$ cat src/rtl/cpu_pkg.sv
// Shared CPU datapath definitions: opcode encodings, MDU state encoding, iteration count.
// Latency: none (definitions only).
// Backpressure: none (definitions only).
package cpu_pkg;

  localparam logic OP_MUL = 1'b0;
  localparam logic OP_DIV = 1'b1;

  localparam int MDU_ITER = 32;

  typedef enum logic [1:0] {
    IDLE = 2'd0,
    RUN  = 2'd1,
    FIX  = 2'd2,
    DONE = 2'd3
  } mduState_t;

endpackage

$ cat src/rtl/mdu_addsub.sv
// Combinational add/subtract shared by the Booth step and the restoring trial subtract.
// Latency: 0 cycles, purely combinational.
// Backpressure: none; the result follows the inputs.
module mdu_addsub #(
  parameter int W = 33
) (
  input  logic [W-1:0] a,
  input  logic [W-1:0] b,
  input  logic         sub,
  output logic [W-1:0] sum
);

  // Select a - b or a + b
  assign sum = sub ? (a - b) : (a + b);

endmodule

$ cat src/rtl/mul_div_unit.sv
// Multi-cycle signed multiply (radix-2 Booth) / divide (restoring on magnitudes) unit.
// Latency: 34 cycles from accepted start to done; divide-by-zero completes in 1 cycle.
// Backpressure: start is accepted only in IDLE; starts while busy are dropped, never queued.
module mul_div_unit
  import cpu_pkg::*;
#(
  parameter int WIDTH = MDU_ITER
) (
  input  logic             clock,
  input  logic             clear,
  input  logic             start,
  input  logic             op,
  input  logic [WIDTH-1:0] operand_a,
  input  logic [WIDTH-1:0] operand_b,
  output logic             busy,
  output logic             done,
  output logic             div_by_zero,
  output logic [WIDTH-1:0] z_high,
  output logic [WIDTH-1:0] z_low
);

  localparam int CW = $clog2(WIDTH);
  localparam logic [CW-1:0] LAST_ITER = CW'(WIDTH - 1);

  mduState_t        state;
  logic             isDiv;
  logic [WIDTH:0]   accA;     // Booth A, or restoring remainder R
  logic [WIDTH-1:0] regQ;     // multiplier / quotient shift register
  logic             qM1;      // Booth q(-1)
  logic [WIDTH:0]   regM;     // sign-extended multiplicand, or zero-extended |divisor|
  logic [CW-1:0]    count;
  logic             negQuot;
  logic             negRem;

  logic [WIDTH-1:0] absA;
  logic [WIDTH-1:0] absB;
  logic [WIDTH:0]   shiftR;
  logic [WIDTH:0]   addX;
  logic             addSub;
  logic [WIDTH:0]   addRes;
  logic             boothOp;
  logic [WIDTH:0]   boothA;
  logic [WIDTH-1:0] fixHigh;
  logic [WIDTH-1:0] fixLow;

  // Operand magnitudes; the most negative value maps onto itself as an unsigned magnitude
  assign absA = operand_a[WIDTH-1] ? (-operand_a) : operand_a;
  assign absB = operand_b[WIDTH-1] ? (-operand_b) : operand_b;

  // Datapath steering for the shared adder: divide trial-subtracts on the shifted remainder
  always_comb begin
    shiftR  = {accA[WIDTH-1:0], regQ[WIDTH-1]};
    addX    = isDiv ? shiftR : accA;
    addSub  = isDiv ? 1'b1 : regQ[0];
    boothOp = regQ[0] ^ qM1;
    boothA  = boothOp ? addRes : accA;
  end

  mdu_addsub #(.W(WIDTH + 1)) uAddSub (
    .a   (addX),
    .b   (regM),
    .sub (addSub),
    .sum (addRes)
  );

  // Final sign correction: quotient truncates toward zero, remainder follows the dividend
  always_comb begin
    fixHigh = accA[WIDTH-1:0];
    fixLow  = regQ;
    if (isDiv) begin
      if (negRem)  fixHigh = -accA[WIDTH-1:0];
      if (negQuot) fixLow  = -regQ;
    end
  end

  // Control FSM, iteration counter, shift registers and registered outputs
  always_ff @(posedge clock) begin
    if (clear) begin
      state       <= IDLE;
      busy        <= 1'b0;
      done        <= 1'b0;
      div_by_zero <= 1'b0;
      z_high      <= '0;
      z_low       <= '0;
      count       <= '0;
      isDiv       <= 1'b0;
      accA        <= '0;
      regQ        <= '0;
      qM1         <= 1'b0;
      regM        <= '0;
      negQuot     <= 1'b0;
      negRem      <= 1'b0;
    end else begin
      case (state)
        IDLE: begin
          done <= 1'b0;
          if (start) begin
            busy    <= 1'b1;
            isDiv   <= op;
            count   <= '0;
            negQuot <= operand_a[WIDTH-1] ^ operand_b[WIDTH-1];
            negRem  <= operand_a[WIDTH-1];
            accA    <= '0;
            qM1     <= 1'b0;
            if (op == OP_DIV && operand_b == '0) begin
              state       <= DONE;
              done        <= 1'b1;
              div_by_zero <= 1'b1;
              z_high      <= operand_a;
              z_low       <= '1;
            end else begin
              state       <= RUN;
              div_by_zero <= 1'b0;
              if (op == OP_MUL) begin
                regQ <= operand_b;
                regM <= {operand_a[WIDTH-1], operand_a};
              end else begin
                regQ <= absA;
                regM <= {1'b0, absB};
              end
            end
          end
        end

        RUN: begin
          count <= count + 1'b1;
          if (isDiv) begin
            if (!addRes[WIDTH]) begin
              accA <= addRes;
              regQ <= {regQ[WIDTH-2:0], 1'b1};
            end else begin
              accA <= shiftR;
              regQ <= {regQ[WIDTH-2:0], 1'b0};
            end
          end else begin
            accA <= {boothA[WIDTH], boothA[WIDTH:1]};
            regQ <= {boothA[0], regQ[WIDTH-1:1]};
            qM1  <= regQ[0];
          end
          if (count == LAST_ITER) state <= FIX;
        end

        FIX: begin
          z_high <= fixHigh;
          z_low  <= fixLow;
          done   <= 1'b1;
          state  <= DONE;
        end

        DONE: begin
          done  <= 1'b0;
          busy  <= 1'b0;
          state <= IDLE;
        end

        default: state <= IDLE;
      endcase
    end
  end

endmodule

$ cat config.mk
export PLATFORM = sky130hd
export DESIGN_NAME = mul_div_unit
export DESIGN_NICKNAME = d
export VERILOG_FILES = /design/src/rtl/cpu_pkg.sv /design/src/rtl/mdu_addsub.sv /design/src/rtl/mul_div_unit.sv
export SDC_FILE = /design/constraint.sdc
export NUM_CORES = 1
export LEC_CHECK = 0
export CORE_ASPECT_RATIO = 1.1
export CORE_MARGIN = 2
export CORE_UTILIZATION = 47
export CTS_BUF_LIST = sky130_fd_sc_hd__clkbuf_2 sky130_fd_sc_hd__clkbuf_4 sky130_fd_sc_hd__clkbuf_8
export CTS_CLUSTER_SIZE = 20
export DETAILED_ROUTE_END_ITERATION = 12
export PLACE_DENSITY_LB_ADDON = 0.1
export REMOVE_ABC_BUFFERS = 1
export SYNTH_ARGS = -nofsm -noshare
export SYNTH_HDL_FRONTEND = slang
export SYNTH_SLANG_ARGS = --single-unit
$ cat constraint.sdc
create_clock -name clock -period 5 [get_ports clock]
set_input_delay 1 -clock clock [delete_from_list [all_inputs] [get_ports clock]]
set_output_delay 1 -clock clock [all_outputs]
set_load 0.05 [all_outputs]
After elaboration in Yosys (flattened, before gate mapping)

Index checks and enable logic that the tools add are counted.

Divide/modulo/power cells: 0
Multipliers: 0
Magnitude comparators: 0
Reduce and logical (&&, ||, !) cells: 15
Equal/unequal tests: 9
Bitwise logic cells: 3
$add $sub $neg: 7
Shift operators: 0
Mux-type cells: 41

Operators by type and width:

| kind                                                             | number |
|---|---|
| 32-bit two-way mux                                               | 14 |
| 33-bit two-way mux                                               | 7 |
| 32-bit one-hot mux with 2 select lines                           | 3 |
| 32-bit negator                                                   | 4 |
| 33-bit one-hot mux with 2 select lines                           | 1 |
| 33-bit adder                                                     | 1 |
| 33-bit subtractor                                                | 1 |
| 32-bit zero test                                                 | 1 |
| 3-bit AND reduction                                              | 4 |
| 2-bit inequality test (second input constant)                    | 5 |
| 5-bit one-hot mux with 2 select lines                            | 1 |
| 2-bit one-hot mux with 4 select lines                            | 1 |
| 2-bit AND reduction                                              | 4 |
| 1-bit two-way mux                                                | 7 |
| 2-bit two-way mux                                                | 3 |
| 2-bit nonzero test                                               | 3 |
| 5-bit by 1-bit adder with 5-bit output (second input constant)   | 1 |
| 5-bit == test (second input constant)                            | 1 |
| 5-bit two-way mux                                                | 1 |
| 2-bit == test (second input constant)                            | 2 |
| 1-bit one-hot mux with 2 select lines                            | 2 |
| 1-bit one-hot mux with 3 select lines                            | 1 |
| 3-bit nonzero test                                               | 1 |
| 2-bit by 1-bit == test with 1-bit output (second input constant) | 1 |
| 4 further kinds                                                  | 5 |

Register bits: 176
Memories kept: 0
Output and inout port bits: 67
Logic and storage cells: 89
ROM bits: 0
Latch bits: 0
Memory bits (writable): 0

Depth between registers and ports, before layout

Gate-level depths: netlist of run 1.

Depth in word-level cells: 6
Mapped depth: 22

Modules after synthesis

Synthesis of run 1 repeated with hierarchy kept, for this count alone.

Cell total of the unflattened synthesis: 1942
Area, all modules: 14765.4 µm²

Modules (own cells, without submodules):

| module       | times used | area an instance (µm²) | sequential area each (µm²) | cells an instance |
|---|---|---|---|---|
| mul_div_unit | 1          | 12315.6                | 3523.4                     | 1585 |
| mdu_addsub   | 1          | 2449.8                 | 0.0                        | 357 |

Least setup slack after synthesis of run 1

No wires, ideal clock.

Path kind: register to register
From: register isDiv
To: register accA[32]
Path buffers: 4
Path slack: 0.471 ns
Cell stages (with the launch flop): 16
Clock period less this slack: 4.529 ns
Arrival time: 4.458 ns
Library setup time: 0.070 ns
Cells stage by stage: dfxtp_1 -> clkbuf_1 -> clkbuf_1 -> clkbuf_1 -> mux2_2 -> ha_1 -> a21o_1 -> a211o_1 -> o22a_1 -> a211oi_1 -> nor2_1 -> o31ai_2 -> xnor2_2 -> buf_6 -> or4_1 -> a21oi_1

Cells in the longest elaborated chain, start to end: 6
Elaborated cells between the ends (all ways): 9

Ends and longest elaborated chain:

| item                                                     | RTL line                                | RTL |
|---|---|---|
| from (decl)                                              | mul_div_unit.sv:26                      | `logic isDiv;` |
| from (signal assigned)                                   | mul_div_unit.sv:99                      | `isDiv <= op;` |
| 33-bit two-way mux                                       | mul_div_unit.sv:53                      | `addX = isDiv ? shiftR : accA;` |
| 33-bit adder / 33-bit subtractor (equally long branches) | mdu_addsub.sv:14                        | `assign sum = sub ? (a - b) : (a + b);` |
| 33-bit two-way mux                                       | mdu_addsub.sv:14                        |  |
| 33-bit two-way mux (on tied branches)                    | mul_div_unit.sv:56, mul_div_unit.sv:128 |  |
| 33-bit two-way mux *                                     | mul_div_unit.sv:127                     | `if (isDiv) begin` |
| 33-bit one-hot mux with 2 select lines *                 | mul_div_unit.sv:94                      | `case (state)` |
| to (signal assigned)                                     | mul_div_unit.sv:129                     | `accA <= addRes;` |
| to (signal assigned)                                     | mul_div_unit.sv:132                     | `accA <= shiftR;` |
| to (signal assigned)                                     | mul_div_unit.sv:136                     | `accA <= {boothA[WIDTH], boothA[WIDTH:1]};` |
| to (decl)                                                | mul_div_unit.sv:27                      | `logic [WIDTH:0] accA;` |

Every way passes the cells marked *; elsewhere a longest branch is shown, timed or not.
A chain may end at the register's enable or synchronous reset.

Worst setup path in the final report of run 1

From: register regM[10]
To: register accA[25]

Cells in the longest elaborated chain, start to end: 5
Elaborated cells between the ends (all ways): 7

Ends and longest elaborated chain:

| item                                                     | RTL line                                | RTL |
|---|---|---|
| from (decl)                                              | mul_div_unit.sv:30                      | `logic [WIDTH:0] regM;` |
| from (signal assigned)                                   | mul_div_unit.sv:116                     | `regM <= {operand_a[WIDTH-1], operand_a};` |
| from (signal assigned)                                   | mul_div_unit.sv:119                     | `regM <= {1'b0, absB};` |
| 33-bit adder / 33-bit subtractor (equally long branches) | mdu_addsub.sv:14                        |  |
| 33-bit two-way mux *                                     | mdu_addsub.sv:14                        |  |
| 33-bit two-way mux (on tied branches)                    | mul_div_unit.sv:56, mul_div_unit.sv:128 |  |
| 33-bit two-way mux *                                     | mul_div_unit.sv:127                     |  |
| 33-bit one-hot mux with 2 select lines *                 | mul_div_unit.sv:94                      |  |

Marks and branches as above.

==> impl_metrics.prom, run 1 <==
# TYPE chip_impl_metric gauge
chip_impl_info{name="run_status",value="finished, final reports clean"} 1
chip_impl_metric{name="globalplace.congestion",unit=""} 0.9103
chip_impl_info{name="class_of_the_worst_hold_path",value="reg2reg"} 1
chip_impl_metric{name="dr.first_iter.drc_count",unit=""} 1116
chip_impl_metric{name="num_antenna_cells",unit=""} 0
chip_impl_info{name="clockRootBuffer",value="sky130_fd_sc_hd__clkbuf_8"} 1
chip_impl_metric{name="clkSinkCount",unit=""} 176
chip_impl_metric{name="route.vias.total",unit=""} 14070
chip_impl_info{name="yosys.area.top_type",value="sky130_fd_sc_hd__dfxtp_1"} 1
chip_impl_info{name="worstHoldStart",value="z_high[5]"} 1
chip_impl_metric{name="layout.cell_area.non_filler",unit="sq um"} 16090
chip_impl_metric{name="reg2regPathDepth",unit=""} 18
chip_impl_info{name="synth_ff_type",value="sky130_fd_sc_hd__dfxtp_1"} 1
chip_impl_metric{name="layoutNonFillerInstCount",unit=""} 2335
chip_impl_metric{name="ys_ff_latch",unit=""} 176
chip_impl_metric{name="design.final.nets",unit=""} 2062
chip_impl_metric{name="synth_cells",unit=""} 1907
chip_impl_metric{name="synthesis.area_per_instance",unit="sq um"} 7.386
chip_impl_info{name="path_cells",value="or4_4 -> nor4_1 -> nand2_1 -> nand2_1 -> o21ai_0 -> xnor2_1 -> ha_1 -> a21o_1 -> a21o_1 -> a21oi_1 -> nand2_1 -> o31ai_2 -> xnor2_4 -> buf_12 -> buf_12 -> mux2_2 -> a21oi_1 -> o21ai_0"} 1
chip_impl_metric{name="postSynth.asyncResetShare",unit=""} 0
chip_impl_metric{name="total_drc_errors_in_the_routed_layout",unit=""} 0
chip_impl_metric{name="finalSetupViolations",unit=""} 0
chip_impl_info{name="grt_setup_unrepaired",value="no"} 1
chip_impl_metric{name="worst_hold_slack",unit="ps"} 459.0
chip_impl_metric{name="crit_path_max_fanout",unit=""} 17
chip_impl_metric{name="worst_path_required",unit="ps"} 5370
chip_impl_metric{name="ys_types",unit=""} 78
chip_impl_info{name="worst_r2r_endpoint",value="accA[25]"} 1
chip_impl_metric{name="grt_usage",unit=""} 0.2780
chip_impl_metric{name="detailed_place.area",unit="sq um"} 15610
chip_impl_info{name="cts_tree",value="done"} 1
chip_impl_metric{name="synthesis.area",unit="sq um"} 14090
chip_impl_metric{name="clock_skew",unit="ps"} 20.40
chip_impl_info{name="timing.critical_path.from_type",value="flop"} 1
chip_impl_metric{name="fmax",unit="GHz"} 0.2120
chip_impl_metric{name="drt_pass1_iterations",unit=""} 6
chip_impl_info{name="crit_path_capture",value="accA[25]"} 1
chip_impl_metric{name="synth-edff-count",unit=""} 0
chip_impl_metric{name="tightestPinTransition",unit="ps"} 1302
chip_impl_metric{name="largest_net_degree_at_the_start_of_global_routing",unit=""} 98
chip_impl_metric{name="finalMaxSlewViolations",unit=""} 0
chip_impl_metric{name="share_seq_of_total_power",unit=""} 0.249
chip_impl_metric{name="grt_first_pass_wirelength",unit="mm"} 69.76
chip_impl_metric{name="initial_antenna_violation_count",unit=""} 0
chip_impl_metric{name="combinationalPowerShare",unit=""} 0.621
chip_impl_info{name="critPathLaunch",value="regM[10]"} 1
chip_impl_metric{name="htreeDepth",unit=""} 4
chip_impl_metric{name="ctsLongestPathBuffers",unit=""} 2
chip_impl_metric{name="io_buffers",unit=""} 134
chip_impl_metric{name="pwr_density_cell",unit="nW/um^2"} 524.3
chip_impl_metric{name="cp_slowest_stage_delay",unit="ps"} 570
chip_impl_metric{name="slack_of_the_worst_reg_to_reg_path",unit="ps"} 280
chip_impl_metric{name="fin_crit",unit="ps"} 4717
chip_impl_info{name="crit_type",value="reg2reg"} 1
chip_impl_metric{name="cap_viol_max_count",unit=""} 0
chip_impl_metric{name="final_layout_size_suffix_gt1_frac",unit=""} 0.08108
chip_impl_metric{name="grt.met1_usage",unit=""} 0.3648
chip_impl_metric{name="power.leakage",unit="nW"} 5.824
chip_impl_metric{name="power",unit="W"} 0.008434
chip_impl_metric{name="clock_insertion_delay_worst_skew",unit="ps"} 500
chip_impl_metric{name="detail_route.vias_per_cell",unit=""} 6.027
chip_impl_metric{name="postCtsHoldBufs",unit=""} 0
chip_impl_metric{name="vias_in_the_first_global_route",unit=""} 13120
chip_impl_metric{name="route.antenna.remaining_nets",unit=""} 0
chip_impl_metric{name="cts_resized",unit=""} 0
chip_impl_metric{name="grt.met3_usage",unit=""} 0.03211
chip_impl_metric{name="netlist.area_leader.share",unit=""} 0.2501
chip_impl_info{name="endpoint_kind",value="flop"} 1
chip_impl_info{name="worst_path_most_repeated_cell",value="sky130_fd_sc_hd__nand2_1"} 1
chip_impl_metric{name="clkSlewWorstSetupHoldPaths",unit="ps"} 100
chip_impl_metric{name="hold_viol",unit=""} 0
chip_impl_metric{name="fillers",unit=""} 2889
chip_impl_metric{name="post-dp-hpwl",unit="mm"} 32.26
chip_impl_metric{name="power_frac_clock",unit=""} 0.130
chip_impl_metric{name="wl",unit="mm"} 43.88
chip_impl_info{name="ys_top_cells_by_area",value="sky130_fd_sc_hd__dfxtp_1 25%, sky130_fd_sc_hd__a21oi_1 7.2%, sky130_fd_sc_hd__nand2_1 6.3%, sky130_fd_sc_hd__xor2_1 6.2%, sky130_fd_sc_hd__nor2_1 5.8%"} 1
chip_impl_metric{name="chipHeight",unit="microns"} 185.6
chip_impl_metric{name="starting_density",unit=""} 0.4765
chip_impl_metric{name="placed_cells_incl_taps",unit=""} 2296
chip_impl_metric{name="core_area",unit="sq um"} 29560
chip_impl_info{name="global_route.peak_usage_layer",value="met2"} 1
chip_impl_metric{name="total_internal_power",unit="W"} 0.004193
chip_impl_metric{name="numCtsBuffers",unit=""} 17
chip_impl_metric{name="relSlewSlack",unit=""} 0.1285
chip_impl_metric{name="syn_to_final_growth",unit="%"} 14.19
chip_impl_info{name="r2r_start",value="regM[10]"} 1
chip_impl_metric{name="swShare",unit=""} 0.5028
chip_impl_metric{name="average_detailed_routed_wire_length_per_instance",unit="microns"} 18.79
chip_impl_metric{name="count_of_synthesis_stage_warnings_from_yosys",unit=""} 0
chip_impl_info{name="cpMaxStageDelayCell",value="sky130_fd_sc_hd__or4_4"} 1
chip_impl_metric{name="irDropWorstVdd",unit="mV"} 0.2552
chip_impl_metric{name="synth_sequential_area_ratio",unit=""} 0.2501
chip_impl_metric{name="fp.dieArea",unit="sq um"} 31370
chip_impl_metric{name="p_sw",unit="W"} 0.004240
chip_impl_metric{name="total_gr_overflow",unit=""} 0
chip_impl_metric{name="timing.final.crit_share",unit=""} 0.9435
chip_impl_metric{name="use_met2",unit=""} 0.4743
chip_impl_metric{name="floorplan.die.width",unit="microns"} 169.1
chip_impl_metric{name="floorplan.io_pins",unit=""} 135
chip_impl_metric{name="cp_data_arrival_time",unit="ps"} 5090
chip_impl_metric{name="core.rowCount",unit=""} 66
-- sequential cells by signal, summed over array words and instances (netlist names) --
register / cells
accA: 33
regM: 33
regQ: 32
z_high: 32
z_low: 32
count: 5
state: 2
busy: 1
div_by_zero: 1
done: 1
isDiv: 1
negQuot: 1
negRem: 1
qM1: 1
-- worst min path at each step --
stage	endpoint	slack (ps)	depth (start not counted)
final	z_high[5]	460	2
after global routing	z_high[5]	480	2
after CTS	z_high[5]	460	2
after detailed placement	z_high[6]	450	2
after global placement	z_high[4]	440	2
after floorplan	negRem	440	2
-- through the flow --
step	utilization	setup TNS (ps)	setup slack [ps]
6_report	0.5441	0	282.6
3_5_place_dp	0.5278	0	320.7
4_1_cts	0.5419	0	303.8
2_1_floorplan	-	-81340	-2531
5_1_grt	0.5441	0	59.37
3_3_place_gp	0.5278	0	370.3
-- critical path, delay by kind of cell, from the launching register on --
kind / cells / cell delay [ps]
adders and majority gates: 1 / 360
xor gates and xnor gates: 2 / 460
DFF: 1 / 370
AOI/OAI and AO/OA: 7 / 1450
and+or+nand+nor: 5 / 1290
muxes: 1 / 340
buffers and inverters: 2 / 320
-- layout make-up --
| type | instances | area, sq um | share of cell area |
|---|---|---|---|
| clock inverters | 10 | 125.1 | 0.007778 |
| flip-flops and latches | 176 | 3527 | 0.2193 |
| clock buffers | 22 | 290.3 | 0.01805 |
| repair buffers | 183 | 1754 | 0.1091 |
| multi-input cells | 1534 | 9786 | 0.6084 |
| inverters | 36 | 135.1 | 0.008401 |
| well taps | 374 | 467.9 | 0.02909 |
-- power by group through the flow --
stage                     clock, W  combinational (W)  sequential [W]
final                      0.00109            0.00524         0.00210
after global routing       0.00117            0.00574         0.00214
after CTS                  0.00112            0.00513         0.00209
after detailed placement         0            0.00511         0.00212
after global placement           0            0.00507         0.00212
after floorplan                  0            0.00328         0.00238
-- Yosys cell counts, drive strengths merged (20+ instances only) --
cell    number
a211oi      62
a21oi      202
a311oi      34
buf         32
clkbuf     129
dfxtp      176
ha          45
inv         36
mux2        33
mux2i       49
nand2      237
nand2b      23
nand3       20
nor2       216
nor3        36
o211ai      56
o21ai      111
o31ai       29
xnor2       80
xor2        99
-- kinds of logic (layout without fill, tap and decap cells) --
family | count (synthesis) | count (layout) | synth area share
AOI/OAI and AO/OA | 598 | 598 | 0.2723
xor gates and xnor gates | 179 | 179 | 0.1118
adders and majority gates | 46 | 46 | 0.04139
buffers and inverters | 197 | 251 | 0.05907
DFF | 176 | 176 | 0.2501
muxes | 82 | 82 | 0.06120
and+or+nand+nor | 629 | 629 | 0.2041
-- layer usage --
layer / vias up / part of all wire
li1: 6907 / -
met1: 6707 / 0.45
met2: 394 / 0.48
met3: 65 / 0.043
met4: 0 / 0.024
met5: - / 0
-- what timing repair did --
action | in CTS | in global routing
hold endpoints to repair | 0 | 0
buffers inserted | 0 | 7
endpoints found under the setup margin | 0 | 5
-- cells in the final DEF (no fill, tap or decap), drive strengths merged, types with 5 or more instances in the layout --
| cell type | instances |
|---|---|
| dfxtp | 176 |
| o211ai | 56 |
| a21oi | 202 |
| and3 | 6 |
| nand3 | 20 |
| o21ai | 111 |
| nor2b | 12 |
| a32o | 5 |
| a22o | 6 |
| nand2 | 237 |
| and2 | 8 |
| nand4 | 6 |
| ha | 45 |
| buf | 51 |
| a311oi | 34 |
| a211oi | 62 |
| nor4 | 19 |
| or3 | 17 |
| a21o | 14 |
| or2 | 7 |
| mux2i | 49 |
| a22oi | 9 |
| nor3 | 36 |
| nand2b | 23 |
| inv | 39 |
| nor2 | 216 |
| o41ai | 16 |
| a31oi | 16 |
| or4 | 13 |
| clkbuf | 22 |
| clkdlybuf4s50 | 132 |
| xor2 | 99 |
| o31ai | 29 |
| xnor2 | 80 |
| mux2 | 33 |
No activity file was read; power rests on OpenSTA's default activity.
==> run 2, diff against run 1 <==
Settings changed: PLACE_DENSITY set to 0.72, PLACE_DENSITY_LB_ADDON 0.1 to unset.
==> impl_metrics.prom, run 2 (synthesis gave the netlist of run 1 again) <==
# TYPE chip_impl_metric gauge
chip_impl_metric{name="layout.cell_area.non_filler",unit="sq um"} 16000
chip_impl_metric{name="grt.met1_usage",unit=""} 0.3581
chip_impl_info{name="largest_registers_ranked_by_flip_flop_count",value="accA: 33 flops, regM: 33 flops"} 1
chip_impl_metric{name="reg2regPathDepth",unit=""} 18
chip_impl_metric{name="cts_resized",unit=""} 0
chip_impl_metric{name="starting_density",unit=""} 0.4765
chip_impl_metric{name="crit_path_max_fanout",unit=""} 6
chip_impl_info{name="class_of_the_worst_hold_path",value="reg2reg"} 1
chip_impl_metric{name="tightestPinTransition",unit="ps"} 1330
chip_impl_info{name="run_status",value="finished, final reports clean"} 1
chip_impl_metric{name="irDropWorstVdd",unit="mV"} 0.2343
chip_impl_metric{name="initial_antenna_violation_count",unit=""} 1
chip_impl_metric{name="fillers",unit=""} 2847
chip_impl_metric{name="globalplace.congestion",unit=""} 0.9254
chip_impl_metric{name="design.final.nets",unit=""} 2055
chip_impl_info{name="commonest_cells_after_routing_fill_and_taps_aside",value="236 x sky130_fd_sc_hd__nand2_1, 216 x sky130_fd_sc_hd__nor2_1, 202 x sky130_fd_sc_hd__a21oi_1"} 1
chip_impl_info{name="crit_type",value="reg2reg"} 1
chip_impl_metric{name="floorplan.die.width",unit="microns"} 169.1
chip_impl_metric{name="finalCoreUtilization",unit=""} 0.5413
chip_impl_info{name="r2r_start",value="regM[0]"} 1
chip_impl_metric{name="slack_of_the_worst_reg_to_reg_path",unit="ps"} 310
chip_impl_info{name="critPathLaunch",value="regM[0]"} 1
chip_impl_metric{name="grt_usage",unit=""} 0.2749
chip_impl_metric{name="postCtsHoldBufs",unit=""} 0
chip_impl_metric{name="relSlewSlack",unit=""} 0.1098
chip_impl_metric{name="post_cts_buffers",unit=""} 0
chip_impl_metric{name="use_met2",unit=""} 0.4641
chip_impl_metric{name="num_antenna_cells",unit=""} 0
chip_impl_info{name="clockRootBuffer",value="sky130_fd_sc_hd__clkbuf_8"} 1
chip_impl_metric{name="timing.final.crit_share",unit=""} 0.9382
chip_impl_metric{name="dr.first_iter.drc_count",unit=""} 1180
chip_impl_metric{name="route.antenna.remaining_nets",unit=""} 0
chip_impl_metric{name="core.rowCount",unit=""} 66
chip_impl_metric{name="wl",unit="mm"} 43.76
chip_impl_info{name="mostFrequentLayoutCell",value="sky130_fd_sc_hd__nand2_1"} 1
chip_impl_info{name="cts_tree",value="done"} 1
chip_impl_info{name="timing.critical_path.from_type",value="flop"} 1
chip_impl_metric{name="clkSlewWorstSetupHoldPaths",unit="ps"} 110
chip_impl_metric{name="chipHeight",unit="microns"} 185.6
chip_impl_metric{name="post-dp-hpwl",unit="mm"} 31.81
chip_impl_info{name="global_route.peak_usage_layer",value="met2"} 1
chip_impl_metric{name="core_area",unit="sq um"} 29560
chip_impl_metric{name="pwr_density_cell",unit="nW/um^2"} 520.3
chip_impl_metric{name="power.leakage",unit="nW"} 5.776
chip_impl_metric{name="vias_in_the_first_global_route",unit=""} 13310
chip_impl_info{name="worst_r2r_endpoint",value="accA[25]"} 1
chip_impl_metric{name="grt.met3_usage",unit=""} 0.03806
chip_impl_metric{name="cp_data_arrival_time",unit="ps"} 5070
chip_impl_metric{name="total_gr_overflow",unit=""} 0
chip_impl_metric{name="route.vias.total",unit=""} 14240
chip_impl_info{name="crit_path_capture",value="accA[25]"} 1
chip_impl_metric{name="numCtsBuffers",unit=""} 17
chip_impl_metric{name="average_detailed_routed_wire_length_per_instance",unit="microns"} 18.80
chip_impl_metric{name="fin_crit",unit="ps"} 4691
chip_impl_metric{name="detailed_place.area",unit="sq um"} 15600
chip_impl_metric{name="ctsLongestPathBuffers",unit=""} 2
chip_impl_metric{name="clock_skew",unit="ps"} 23.09
chip_impl_metric{name="largest_net_degree_at_the_start_of_global_routing",unit=""} 102
chip_impl_metric{name="hold_viol",unit=""} 0
chip_impl_metric{name="syn_to_final_growth",unit="%"} 13.60
chip_impl_metric{name="htreeDepth",unit=""} 4
chip_impl_metric{name="worst_path_required",unit="ps"} 5380
chip_impl_metric{name="floorplan.io_pins",unit=""} 135
chip_impl_metric{name="clkSinkCount",unit=""} 176
chip_impl_metric{name="total_drc_errors_in_the_routed_layout",unit=""} 0
chip_impl_metric{name="grt_first_pass_wirelength",unit="mm"} 69.71
chip_impl_metric{name="drt_pass1_iterations",unit=""} 6
chip_impl_metric{name="detail_route.vias_per_cell",unit=""} 6.116
chip_impl_metric{name="fp.dieArea",unit="sq um"} 31370
chip_impl_info{name="grt_setup_unrepaired",value="no"} 1
chip_impl_metric{name="cap_viol_max_count",unit=""} 0
chip_impl_metric{name="io_buffers",unit=""} 134
chip_impl_metric{name="finalSetupViolations",unit=""} 0
chip_impl_metric{name="fmax",unit="GHz"} 0.2132
chip_impl_info{name="endpoint_kind",value="flop"} 1
chip_impl_metric{name="clock_insertion_delay_worst_skew",unit="ps"} 500
chip_impl_metric{name="finalMaxSlewViolations",unit=""} 0
chip_impl_metric{name="final_layout_size_suffix_gt1_frac",unit=""} 0.07728
-- run 2: changes by cell type in the layout (fill, tap and decap cells not counted), moves of 2 or more --
| cell | change |
|---|---|
| sky130_fd_sc_hd__clkbuf_8 | -3 |
| sky130_fd_sc_hd__clkinv_8 | +3 |
| sky130_fd_sc_hd__buf_4 | -6 |
| sky130_fd_sc_hd__inv_8 | +5 |
| sky130_fd_sc_hd__bufinv_16 | -2 |
| sky130_fd_sc_hd__clkinv_4 | -2 |
-- run 2: layout make-up --
class,instances,area (sq um),area share
clock buffer,18,241.5,0.01509
inverter,36,135.1,0.008445
sequential,176,3527,0.2204
multi-input combinational,1534,9784,0.6115
tap,374,467.9,0.02924
timing repair buffer,176,1689,0.1056
clock inverter,14,156.4,0.009774
-- run 2: power breakdown --
group	switching (W)	internal, W	leakage (nW)
Combinational	0.00323	0.00194	4.14
Sequential	0.000404	0.00170	1.43
Clock	0.000662	0.000385	0.200
Total	0.00430	0.00403	5.78
-- run 2: per-layer routing --
layer / vias up / wire length (microns)
met5: - / 16
li1: 6912 / -
met4: 2 / 1375
met3: 101 / 2559
met2: 516 / 20670
met1: 6708 / 19140
-- run 2: worst min path at each step --
stage                      endpoint  slack (ps)  cells past startpoint       from
after global placement    z_high[6]         450                      2  z_high[6]
after global routing      z_high[5]         490                      2  z_high[5]
final                     z_high[3]         470                      2  z_high[3]
after detailed placement  z_high[6]         450                      2  z_high[6]
after floorplan              negRem         440                      2     negRem
after CTS                 z_high[6]         470                      2  z_high[6]
-- run 2: stage by stage --
stage	total power, W	hold WS (ps)	setup slack [ps]	setup TNS [ps]	std cells
floorplan	0.005654	438.9	-2531	-81340	1746
global placement	0.007129	445.4	362.7	0	2296
detailed placement	0.007231	449.1	249.2	0	2296
CTS	0.008283	470.9	387.3	0	2328
global route	0.008907	487.5	29.22	0	2328
finish	0.008325	473.5	309.0	0	2328
-- run 2: critical path, stage by stage (launching register included) --
cell and delay, ps:
sky130_fd_sc_hd__dfxtp_1 370, sky130_fd_sc_hd__inv_1 70, sky130_fd_sc_hd__ha_1 180, sky130_fd_sc_hd__or4b_4 500
sky130_fd_sc_hd__nor3b_4 260, sky130_fd_sc_hd__and2_4 210, sky130_fd_sc_hd__nand2_2 90, sky130_fd_sc_hd__o21ai_0 290
sky130_fd_sc_hd__xor2_1 140, sky130_fd_sc_hd__ha_1 270, sky130_fd_sc_hd__a21o_1 190, sky130_fd_sc_hd__a211oi_1 420
sky130_fd_sc_hd__nand2_1 130, sky130_fd_sc_hd__o31ai_2 440, sky130_fd_sc_hd__xnor2_4 240, sky130_fd_sc_hd__buf_4 220
sky130_fd_sc_hd__mux2_2 330, sky130_fd_sc_hd__a21oi_1 130, sky130_fd_sc_hd__o21ai_0 80
==> run 3, diff against run 2 <==
Settings changed: PLACE_DENSITY 0.72 to 0.68.
==> impl_metrics.prom, run 3 (synthesis gave the netlist of run 1 again) <==
# TYPE chip_impl_metric gauge
chip_impl_info{name="run_status",value="finished, final reports clean"} 1
chip_impl_metric{name="crit_path_max_fanout",unit=""} 14
chip_impl_info{name="path_cells",value="inv_1 -> ha_1 -> or4b_4 -> nor3b_4 -> and2_4 -> nand2_2 -> o21ai_0 -> xor2_1 -> ha_1 -> o21a_1 -> o21ai_0 -> nand2b_1 -> a21oi_1 -> a31oi_1 -> o31ai_2 -> xnor2_4 -> buf_4 -> mux2_2 -> a21oi_1 -> o21ai_0"} 1
chip_impl_info{name="crit_type",value="reg2reg"} 1
chip_impl_metric{name="average_detailed_routed_wire_length_per_instance",unit="microns"} 18.43
chip_impl_metric{name="route.antenna.remaining_nets",unit=""} 0
chip_impl_info{name="worst_path_most_repeated_cell",value="sky130_fd_sc_hd__o21ai_0"} 1
chip_impl_info{name="largest_registers_ranked_by_flip_flop_count",value="accA: 33 flops, regM: 33 flops"} 1
chip_impl_metric{name="fp.dieArea",unit="sq um"} 31370
chip_impl_info{name="min_to",value="z_high[2]"} 1
chip_impl_metric{name="postCtsHoldBufs",unit=""} 0
chip_impl_metric{name="sequential_standard_cell_area",unit="sq um"} 3527
chip_impl_info{name="grt_setup_unrepaired",value="no"} 1
chip_impl_metric{name="relSlewSlack",unit=""} 0.1786
chip_impl_info{name="endpoint_kind",value="flop"} 1
chip_impl_metric{name="post_cts_buffers",unit=""} 0
chip_impl_metric{name="fmax",unit="GHz"} 0.2181
chip_impl_info{name="mostFrequentLayoutCell",value="sky130_fd_sc_hd__nand2_1"} 1
chip_impl_metric{name="use_met2",unit=""} 0.4572
chip_impl_metric{name="pwr_density_cell",unit="nW/um^2"} 515.7
chip_impl_metric{name="num_antenna_cells",unit=""} 0
chip_impl_info{name="r2r_start",value="regM[0]"} 1
chip_impl_metric{name="slack_of_the_worst_reg_to_reg_path",unit="ps"} 420
chip_impl_metric{name="syn_to_final_growth",unit="%"} 13.38
chip_impl_metric{name="numCtsBuffers",unit=""} 17
chip_impl_metric{name="final_layout_size_suffix_gt1_frac",unit=""} 0.07550
chip_impl_info{name="cpMaxStageDelayCell",value="sky130_fd_sc_hd__or4b_4"} 1
chip_impl_metric{name="clock_insertion_delay_worst_skew",unit="ps"} 490
chip_impl_metric{name="reg2regPathDepth",unit=""} 20
chip_impl_metric{name="worst_hold_slack",unit="ps"} 468.0
chip_impl_metric{name="largest_net_degree_at_the_start_of_global_routing",unit=""} 97
chip_impl_metric{name="grt.met3_usage",unit=""} 0.03253
chip_impl_info{name="critPathLaunch",value="regM[0]"} 1
chip_impl_metric{name="grt_first_pass_wirelength",unit="mm"} 68.41
chip_impl_metric{name="total_drc_errors_in_the_routed_layout",unit=""} 0
chip_impl_metric{name="grt_usage",unit=""} 0.2701
chip_impl_metric{name="cp_data_arrival_time",unit="ps"} 4960
chip_impl_metric{name="timing.hold.worst_path_depth",unit=""} 2
chip_impl_metric{name="multi_input_comb_area",unit="sq um"} 9799
chip_impl_metric{name="vias_in_the_first_global_route",unit=""} 13060
chip_impl_info{name="cts_tree",value="done"} 1
chip_impl_info{name="worst_r2r_endpoint",value="accA[25]"} 1
chip_impl_metric{name="detail_route.vias_per_cell",unit=""} 6.050
chip_impl_metric{name="floorplan.die.width",unit="microns"} 169.1
chip_impl_metric{name="tightestPinTransition",unit="ps"} 1228
chip_impl_metric{name="chipHeight",unit="microns"} 185.6
chip_impl_metric{name="route.vias.total",unit=""} 14040
chip_impl_metric{name="power.leakage",unit="nW"} 5.751
chip_impl_info{name="class_of_the_worst_hold_path",value="reg2reg"} 1
chip_impl_metric{name="total_gr_overflow",unit=""} 0
chip_impl_metric{name="grt.met1_usage",unit=""} 0.3585
chip_impl_info{name="worstHoldStart",value="z_high[2]"} 1
chip_impl_metric{name="clock_skew",unit="ps"} 21.13
chip_impl_metric{name="finalMaxSlewViolations",unit=""} 0
chip_impl_metric{name="io_buffers",unit=""} 134
chip_impl_info{name="commonest_cells_after_routing_fill_and_taps_aside",value="236 x sky130_fd_sc_hd__nand2_1, 215 x sky130_fd_sc_hd__nor2_1, 202 x sky130_fd_sc_hd__a21oi_1"} 1
chip_impl_metric{name="hold_viol",unit=""} 0
chip_impl_metric{name="core_area",unit="sq um"} 29560
chip_impl_metric{name="globalplace.congestion",unit=""} 0.9004
chip_impl_metric{name="fillers",unit=""} 2866
chip_impl_metric{name="htreeDepth",unit=""} 4
chip_impl_metric{name="finalSetupTns",unit="ps"} 0
chip_impl_metric{name="ctsLongestPathBuffers",unit=""} 2
chip_impl_metric{name="initial_antenna_violation_count",unit=""} 0
chip_impl_metric{name="cp_slowest_stage_delay",unit="ps"} 500
chip_impl_metric{name="cap_viol_max_count",unit=""} 0
chip_impl_metric{name="finalSetupViolations",unit=""} 0
chip_impl_metric{name="post-dp-hpwl",unit="mm"} 31.42
chip_impl_metric{name="irDropWorstVdd",unit="mV"} 0.2258
chip_impl_info{name="timing.critical_path.from_type",value="flop"} 1
chip_impl_metric{name="core.rowCount",unit=""} 66
chip_impl_info{name="global_route.peak_usage_layer",value="met2"} 1
chip_impl_metric{name="design.final.nets",unit=""} 2048
chip_impl_metric{name="wl",unit="mm"} 42.78
chip_impl_info{name="clockRootBuffer",value="sky130_fd_sc_hd__clkbuf_8"} 1
chip_impl_metric{name="worst_path_required",unit="ps"} 5370
chip_impl_metric{name="floorplan.io_pins",unit=""} 135
chip_impl_metric{name="starting_density",unit=""} 0.4765
chip_impl_metric{name="clkSinkCount",unit=""} 176
chip_impl_metric{name="power",unit="W"} 0.008236
chip_impl_metric{name="clkSlewWorstSetupHoldPaths",unit="ps"} 110
chip_impl_metric{name="cts_resized",unit=""} 0
chip_impl_metric{name="fin_crit",unit="ps"} 4584
chip_impl_metric{name="timing.final.crit_share",unit=""} 0.9169
chip_impl_metric{name="dr.first_iter.drc_count",unit=""} 1186
chip_impl_metric{name="drt_pass1_iterations",unit=""} 6
[run 3: routing by layer]
layer | vias up | routed length, microns
met1 | 6609 | 19280
met4 | 0 | 1119
met3 | 75 | 2286
met5 | - | 0
met2 | 459 | 20090
li1 | 6898 | -
[run 3: worst max path at each step]
stage                     end  cells past startpoint  slack (ps)
floorplan            accA[29]                     15       -2530
global placement    z_high[2]                     12         340
global route         accA[25]                     20           9
detailed placement  z_low[21]                     12         240
finish               accA[25]                     20         420
CTS                  accA[25]                     21         420
[run 3: layout make-up]
class,instances,area share
Multi-Input combinational cell,1534,0.6136
Sequential cell,176,0.2209
Timing Repair Buffer,169,0.1025
Tap cell,374,0.02930
Clock buffer,18,0.01512
Clock inverter,14,0.01018
Inverter,36,0.008461
[run 3: through the flow]
stage               setup WS [ps]    util  area, sq um  instances
floorplan                   -2531       -        13390       1746
global placement            335.2  0.5260        15550       2289
CTS                         423.6  0.5397        15960       2321
detailed placement          240.2  0.5260        15550       2289
global route                9.439  0.5402        15970       2321
finish                      415.5  0.5402        15970       2321
[run 3: worst max-delay path, delay by kind of cell, from the launching register on]
kind	cells	cell delay (ps)
AO/OA/AOI/OAI	8	1250
AND/OR/NAND/NOR	5	1210
adder cells (fa/ha/maj)	2	520
XOR/XNOR	2	440
flip-flops	1	380
multiplexers	1	350
buffers and inverters	2	330
[run 3: power by group]
part | leakage (nW) | switching (W) | internal [W]
sequential | 1.43 | 0.000404 | 0.00170
clock | 0.205 | 0.000646 | 0.000388
combinational | 4.11 | 0.00318 | 0.00191
